## config.mk

```make
export PLATFORM = sky130hd
export DESIGN_NAME = result_output_stage_flat
export DESIGN_NICKNAME = d
export VERILOG_FILES = /design/src/rtl/result_output_stage_pkg.sv /design/src/rtl/result_output_stage_if.sv /design/src/rtl/result_output_stage_skid.sv /design/src/rtl/result_output_stage.sv /design/src/flat_wrapper.sv
export SDC_FILE = /design/constraint.sdc
export NUM_CORES = 1
export LEC_CHECK = 0
export ABC_AREA = 1
export CAP_MARGIN = 10
export CORE_AREA = 2 2 92 94
export CTS_CLUSTER_DIAMETER = 40
export DETAILED_ROUTE_END_ITERATION = 7
export DIE_AREA = 0 0 94 96
export PLACE_DENSITY = 0.78
export SKIP_LAST_GASP = 1
export SLEW_MARGIN = 15
export SYNTH_ARGS = -nofsm -noshare
export SYNTH_HDL_FRONTEND = slang
export SYNTH_SLANG_ARGS = --single-unit
```

## constraint.sdc

```tcl
create_clock -name clk -period 2.85 [get_ports clk]
set_input_delay 0.285 -clock clk [delete_from_list [all_inputs] [get_ports clk]]
set_output_delay 0.285 -clock clk [all_outputs]
set_load 0.05 [all_outputs]
```

## src/rtl/result_output_stage_pkg.sv

```systemverilog
// Shared types for the result output stage: IEEE-754 exception flags and
// the buffer's entry layout/occupancy encoding.
package exceptions;
    typedef struct packed {
        logic invalid;
        logic divide_by_zero;
        logic overflow;
        logic underflow;
        logic inexact;
    } flags;
endpackage

package result_output_stage_pkg;
    import exceptions::*;

    localparam int WORD_W  = 32;
    localparam int FLAGS_W = $bits(flags);
    localparam int ENTRY_W = FLAGS_W + WORD_W;

    typedef enum logic [1:0] {
        OCC_EMPTY = 2'd0,
        OCC_ONE   = 2'd1,
        OCC_TWO   = 2'd2
    } occ_t;

    // Fields arrive already selected/rounded upstream; this is pure concatenation.
    function automatic logic [WORD_W-1:0] pack_word(
        input logic        sign,
        input logic [7:0]  exponent,
        input logic        frac_msb,
        input logic [21:0] frac_lsbs
    );
        return {sign, exponent, frac_msb, frac_lsbs};
    endfunction
endpackage

```

## src/rtl/result_output_stage_if.sv

```systemverilog
// Handshake and result bus of the result output stage.
interface result_output_stage_if;
    import exceptions::*;

    logic        in_valid;
    logic        in_ready;
    logic        result_sign;
    logic [7:0]  result_30_23;
    logic        result_22;
    logic [21:0] result_21_0;
    flags        in_flags;
    logic        out_valid;
    logic        out_ready;
    logic [31:0] result;
    flags        out_flags;
    flags        sticky_flags;
    logic        clear_flags;
    logic        flush;

    modport master (
        output in_valid, result_sign, result_30_23, result_22, result_21_0,
               in_flags, out_ready, clear_flags, flush,
        input  in_ready, out_valid, result, out_flags, sticky_flags
    );

    modport slave (
        input  in_valid, result_sign, result_30_23, result_22, result_21_0,
               in_flags, out_ready, clear_flags, flush,
        output in_ready, out_valid, result, out_flags, sticky_flags
    );
endinterface

```

## src/rtl/result_output_stage_skid.sv

```systemverilog
// Two-entry skid buffer (main output register + skid register) with a
// registered push_ready, so downstream ready never reaches upstream combinationally.
module result_skid_buffer
    import result_output_stage_pkg::*;
(
    input  logic               clk,
    input  logic               reset,
    input  logic               flush,
    input  logic               push_valid,
    output logic               push_ready,
    input  logic [ENTRY_W-1:0] push_data,
    output logic               pop_valid,
    input  logic               pop_ready,
    output logic [ENTRY_W-1:0] pop_data
);
    occ_t               occ_reg;
    logic [ENTRY_W-1:0] main_reg;
    logic [ENTRY_W-1:0] skid_reg;
    logic               push_ready_reg;
    logic               pop_valid_reg;

    logic push;
    logic pop;

    assign push = push_valid && push_ready_reg;
    assign pop  = pop_valid_reg && pop_ready;

    always_ff @(posedge clk or posedge reset) begin
        if (reset) begin
            occ_reg        <= OCC_EMPTY;
            main_reg       <= '0;
            skid_reg       <= '0;
            push_ready_reg <= 1'b1;
            pop_valid_reg  <= 1'b0;
        end else if (flush) begin
            // Data registers keep their contents; only occupancy is dropped.
            occ_reg        <= OCC_EMPTY;
            push_ready_reg <= 1'b1;
            pop_valid_reg  <= 1'b0;
        end else begin
            case (occ_reg)
                OCC_EMPTY: begin
                    if (push) begin
                        main_reg      <= push_data;
                        occ_reg       <= OCC_ONE;
                        pop_valid_reg <= 1'b1;
                    end
                end
                OCC_ONE: begin
                    if (push && pop) begin
                        main_reg <= push_data;
                    end else if (push) begin
                        skid_reg       <= push_data;
                        occ_reg        <= OCC_TWO;
                        push_ready_reg <= 1'b0;
                    end else if (pop) begin
                        occ_reg       <= OCC_EMPTY;
                        pop_valid_reg <= 1'b0;
                    end
                end
                OCC_TWO: begin
                    // push_ready is low here, so only a pop can happen.
                    if (pop) begin
                        main_reg       <= skid_reg;
                        occ_reg        <= OCC_ONE;
                        push_ready_reg <= 1'b1;
                    end
                end
                default: begin
                    occ_reg        <= OCC_EMPTY;
                    push_ready_reg <= 1'b1;
                    pop_valid_reg  <= 1'b0;
                end
            endcase
        end
    end

    assign push_ready = push_ready_reg;
    assign pop_valid  = pop_valid_reg;
    assign pop_data   = main_reg;
endmodule

```

## src/rtl/result_output_stage.sv

```systemverilog
// Packs the selected sign/exponent/fraction fields into a binary32 word,
// buffers it with its flags, and accumulates sticky flags on commit.
module result_output_stage
    import exceptions::*;
    import result_output_stage_pkg::*;
(
    input  logic                 clk,
    input  logic                 reset,
    result_output_stage_if.slave bus
);
    logic [WORD_W-1:0]  packed_word;
    logic [ENTRY_W-1:0] push_data;
    logic [ENTRY_W-1:0] pop_data;
    logic               pop_valid;
    logic               push_ready;
    logic               commit;
    flags               sticky_reg;

    assign packed_word = pack_word(bus.result_sign, bus.result_30_23,
                                   bus.result_22, bus.result_21_0);
    assign push_data   = {bus.in_flags, packed_word};

    result_skid_buffer u_skid (
        .clk        (clk),
        .reset      (reset),
        .flush      (bus.flush),
        .push_valid (bus.in_valid),
        .push_ready (push_ready),
        .push_data  (push_data),
        .pop_valid  (pop_valid),
        .pop_ready  (bus.out_ready),
        .pop_data   (pop_data)
    );

    // A pop coinciding with flush is discarded, so it must not leave a sticky trace.
    assign commit = pop_valid && bus.out_ready && !bus.flush;

    always_ff @(posedge clk or posedge reset) begin
        if (reset) begin
            sticky_reg <= '0;
        end else if (commit) begin
            sticky_reg <= (bus.clear_flags ? flags'('0) : sticky_reg)
                          | flags'(pop_data[ENTRY_W-1:WORD_W]);
        end else if (bus.clear_flags) begin
            sticky_reg <= '0;
        end
    end

    assign bus.in_ready     = push_ready;
    assign bus.out_valid    = pop_valid;
    assign bus.result       = pop_data[WORD_W-1:0];
    assign bus.out_flags    = flags'(pop_data[ENTRY_W-1:WORD_W]);
    assign bus.sticky_flags = sticky_reg;
endmodule

```

## src/flat_wrapper.sv

```systemverilog
// flat-port wrapper written by rule: the top's interface ports become plain ports
module result_output_stage_flat import exceptions::*; import result_output_stage_pkg::*;
  (clk, reset, bus_in_valid, bus_result_sign, bus_result_30_23, bus_result_22, bus_result_21_0, bus_in_flags, bus_out_ready, bus_clear_flags, bus_flush, bus_in_ready, bus_out_valid, bus_result, bus_out_flags, bus_sticky_flags);
  result_output_stage_if bus_i ();
  input  logic clk;
  input  logic reset;
  input wire logic [$bits(bus_i.in_valid)-1:0] bus_in_valid;
  input wire logic [$bits(bus_i.result_sign)-1:0] bus_result_sign;
  input wire logic [$bits(bus_i.result_30_23)-1:0] bus_result_30_23;
  input wire logic [$bits(bus_i.result_22)-1:0] bus_result_22;
  input wire logic [$bits(bus_i.result_21_0)-1:0] bus_result_21_0;
  input wire logic [$bits(bus_i.in_flags)-1:0] bus_in_flags;
  input wire logic [$bits(bus_i.out_ready)-1:0] bus_out_ready;
  input wire logic [$bits(bus_i.clear_flags)-1:0] bus_clear_flags;
  input wire logic [$bits(bus_i.flush)-1:0] bus_flush;
  output wire logic [$bits(bus_i.in_ready)-1:0] bus_in_ready;
  output wire logic [$bits(bus_i.out_valid)-1:0] bus_out_valid;
  output wire logic [$bits(bus_i.result)-1:0] bus_result;
  output wire logic [$bits(bus_i.out_flags)-1:0] bus_out_flags;
  output wire logic [$bits(bus_i.sticky_flags)-1:0] bus_sticky_flags;
  assign bus_i.in_valid = bus_in_valid;
  assign bus_i.result_sign = bus_result_sign;
  assign bus_i.result_30_23 = bus_result_30_23;
  assign bus_i.result_22 = bus_result_22;
  assign bus_i.result_21_0 = bus_result_21_0;
  assign bus_i.in_flags = bus_in_flags;
  assign bus_i.out_ready = bus_out_ready;
  assign bus_i.clear_flags = bus_clear_flags;
  assign bus_i.flush = bus_flush;
  assign bus_in_ready = bus_i.in_ready;
  assign bus_out_valid = bus_i.out_valid;
  assign bus_result = bus_i.result;
  assign bus_out_flags = bus_i.out_flags;
  assign bus_sticky_flags = bus_i.sticky_flags;
  result_output_stage u_core (.clk(clk), .reset(reset), .bus(bus_i));
endmodule
```

==> metrics <==
clock buffer depth 2; GRT overflow 0; r2r worst-path depth 6; main combinational cell family by area after synthesis simple AND/OR/NAND/NOR gates; Cell variety after synth 24; peak supply drop 0.0005233 V; maximum clock frequency 502.4 MHz; worst relative slew slack 58.93%; number of I/O port buffers 86; Top Layer Used met4; HP Class input pin to asynchronous set/reset pin; Top Family by Delay on Critical Path buffers and inverters; core area 8051 um^2; Vias 3419; pin count of the biggest net entering global routing 76; WL met1 4040 um; Worst Path Buf+Inv 1; MaxCap Viol Count 0; Avg Synthesized Cell Area 8.499 um^2; Die Wd 94 um; Finished Cell Area 5061 um^2; Clock Sinks 83; layout overhead on the synthesized area 26.17%; Static Leak 0.002545 uW; post-route insts no fill 656; first-pass GRT wire length 15210 um; slowest stage delay, CP 0.80 ns; Worst EP required 2.57 ns; Antenna diodes 0; Slowest cell on crit path clkdlybuf4s50_1; DIE HEIGHT 96 um; DRC 0; Synth Net Count 515; mux contribution to synthesized area 0%; post_cts resized 0; Tot Pwr 5539 uW; final net count 589; Setup crit end kind output port; initial antenna violation count 0; minimum clock period 1.991 ns; Yosys warnings 0; kind of critical path flop to output port; Synth Area in XOR/XNOR 0%; Max H-tree Level 3; CTS tree built; cell row count 33; area post-placement 4862 um^2; final number of hold-violating endpoints 0; critical path peak fanout 4; die area 9024 um^2; Post-Syn Instances 472; share of cells above drive strength 1 7.804%; RSZ-0062 raised after global routing no; FF-to-FF End u_core.u_skid.skid_reg[16]; Iter 0 DRT Violations 167; cells along the critical path clkdlybuf4s50_1; reg2reg setup slack 0.98 ns; adder-cell share of the synthesized area 0%; routed vias/inst 5.212; clock skew after layout 0.009660 ns; remaining antenna violation count 0; cts hold-fix bufs 0; met3 WL post-DR 435 um; placed wire-length estimate 5995 um; simple logic cell fraction of the synthesized area 24.42%; CTS root buf clkbuf_8; Worst R2R Start u_core.u_skid.push_ready; status finished clean; TritonCTS Buffers 9; sequential share of the synthesized area 51.81%; I/O pin count 87; area of the mapped netlist 4011 um^2; Reg clk slew, reported paths 0.09 ns; Met2 Wirelength 4505 um; Pwr Density 1094 nW/um^2; GP Congestion 0.8947; setup violators final 0; WL per Instance 13.92 um; post-synthesis compound-gate area fraction 13.26%; #FFs+latches synth 83; post-CTS setup buffer count 0; number of global-route vias before repair 3251; Slew @ Worst Pin 0.6139 ns; post-placement cell count 640; final worst-path cycle share 69.84%; final WL 9130 um; startpoint types flop; Initial Utilization 49.82%; first drt pass iteration count 4; GRT Util Overall 21.64%; setup_tns 0 ns; clock latency on the worst-skew pair 0.35 ns; final slew viol count 0; crit path DAT 1.71 ns
-- cell families (layout without fill, tap and decap cells) --
family | count (synthesis) | in the layout
AO/OA/AOI/OAI | 84 | 84
buffers and inverters | 80 | 159
flip-flops | 83 | 83
AND/OR/NAND/NOR | 225 | 225
-- layout by cell type, fill, tap and decap left out, types with 3 or more instances in the layout --
cell	n
clkdlybuf4s50_1	86
o21ai_0	26
nand4_1	37
inv_1	44
nand2_2	5
o21a_1	33
dfrtp_1	82
buf_4	6
inv_6	3
inv_2	3
clkbuf_8	9
nand3_1	7
nand2_1	158
a21oi_2	4
o21ai_1	17
nor2_1	14
-- per-layer routing --
metal	global-route usage, %	up-vias
met3	4.229	10
met4	8.575	0
met1	29.04	1643
met5	0	-
li1	-	1672
met2	34.88	94
-- area by class of cell --
cell class	instances	area [um^2]
clock buffer	10	127.6
tap	105	131.4
fill	693	2990
multi-input combinational	309	1519
timing repair buffer	94	945.9
clock inverter	6	71.32
inverter	49	187.7
sequential	83	2078
-- cells in the mapped netlist, drive strengths merged --
| library cell | count | area share [%] |
|---|---|---|
| nand2 | 163 | 16 |
| dfrtp | 82 | 51 |
| inv | 49 | 4.6 |
| o21ai | 44 | 5.8 |
| nand4 | 37 | 5.8 |
| o21a | 33 | 6.2 |
| buf | 26 | 5.4 |
| nor2 | 15 | 1.5 |
| nand3 | 10 | 1.7 |
| a21oi | 6 | 1.1 |
| clkbuf | 5 | 0.47 |
| dfstp | 1 | 0.66 |
| o211ai | 1 | 0.19 |
-- power breakdown --
group | switching (uW) | leakage (uW) | total (uW) | internal [uW]
registers | 317 | 0.00104 | 2020 | 1700
logic | 1780 | 0.00141 | 2660 | 878
clock network | 446 | 0.0000939 | 861 | 415
total | 2540 | 0.00254 | 5540 | 3000
-- worst max path at each step --
stage,depth (start not counted),to,start
floorplan,1,u_core.bus.sticky_flags[0],reset
CTS,1,bus_in_ready,u_core.u_skid.push_ready
global route,1,bus_in_ready,u_core.u_skid.push_ready
finish,1,bus_in_ready,u_core.u_skid.push_ready
global placement,8,u_core.u_skid.skid_reg[16],bus_flush
detailed placement,8,u_core.u_skid.skid_reg[16],bus_flush
-- metrics by stage --
stage                     hold slack, ns  util, %  worst slack, ns
after detailed placement          0.4664    60.39           0.6944
final                             0.2452    62.86           0.8595
after global placement            0.4629    60.39           0.7716
after CTS                         0.2633    62.86           0.8427
after global routing              0.2982    62.86           0.8204
after floorplan                   0.3814        -           0.4299
Power figures use the tool's default switching activity.
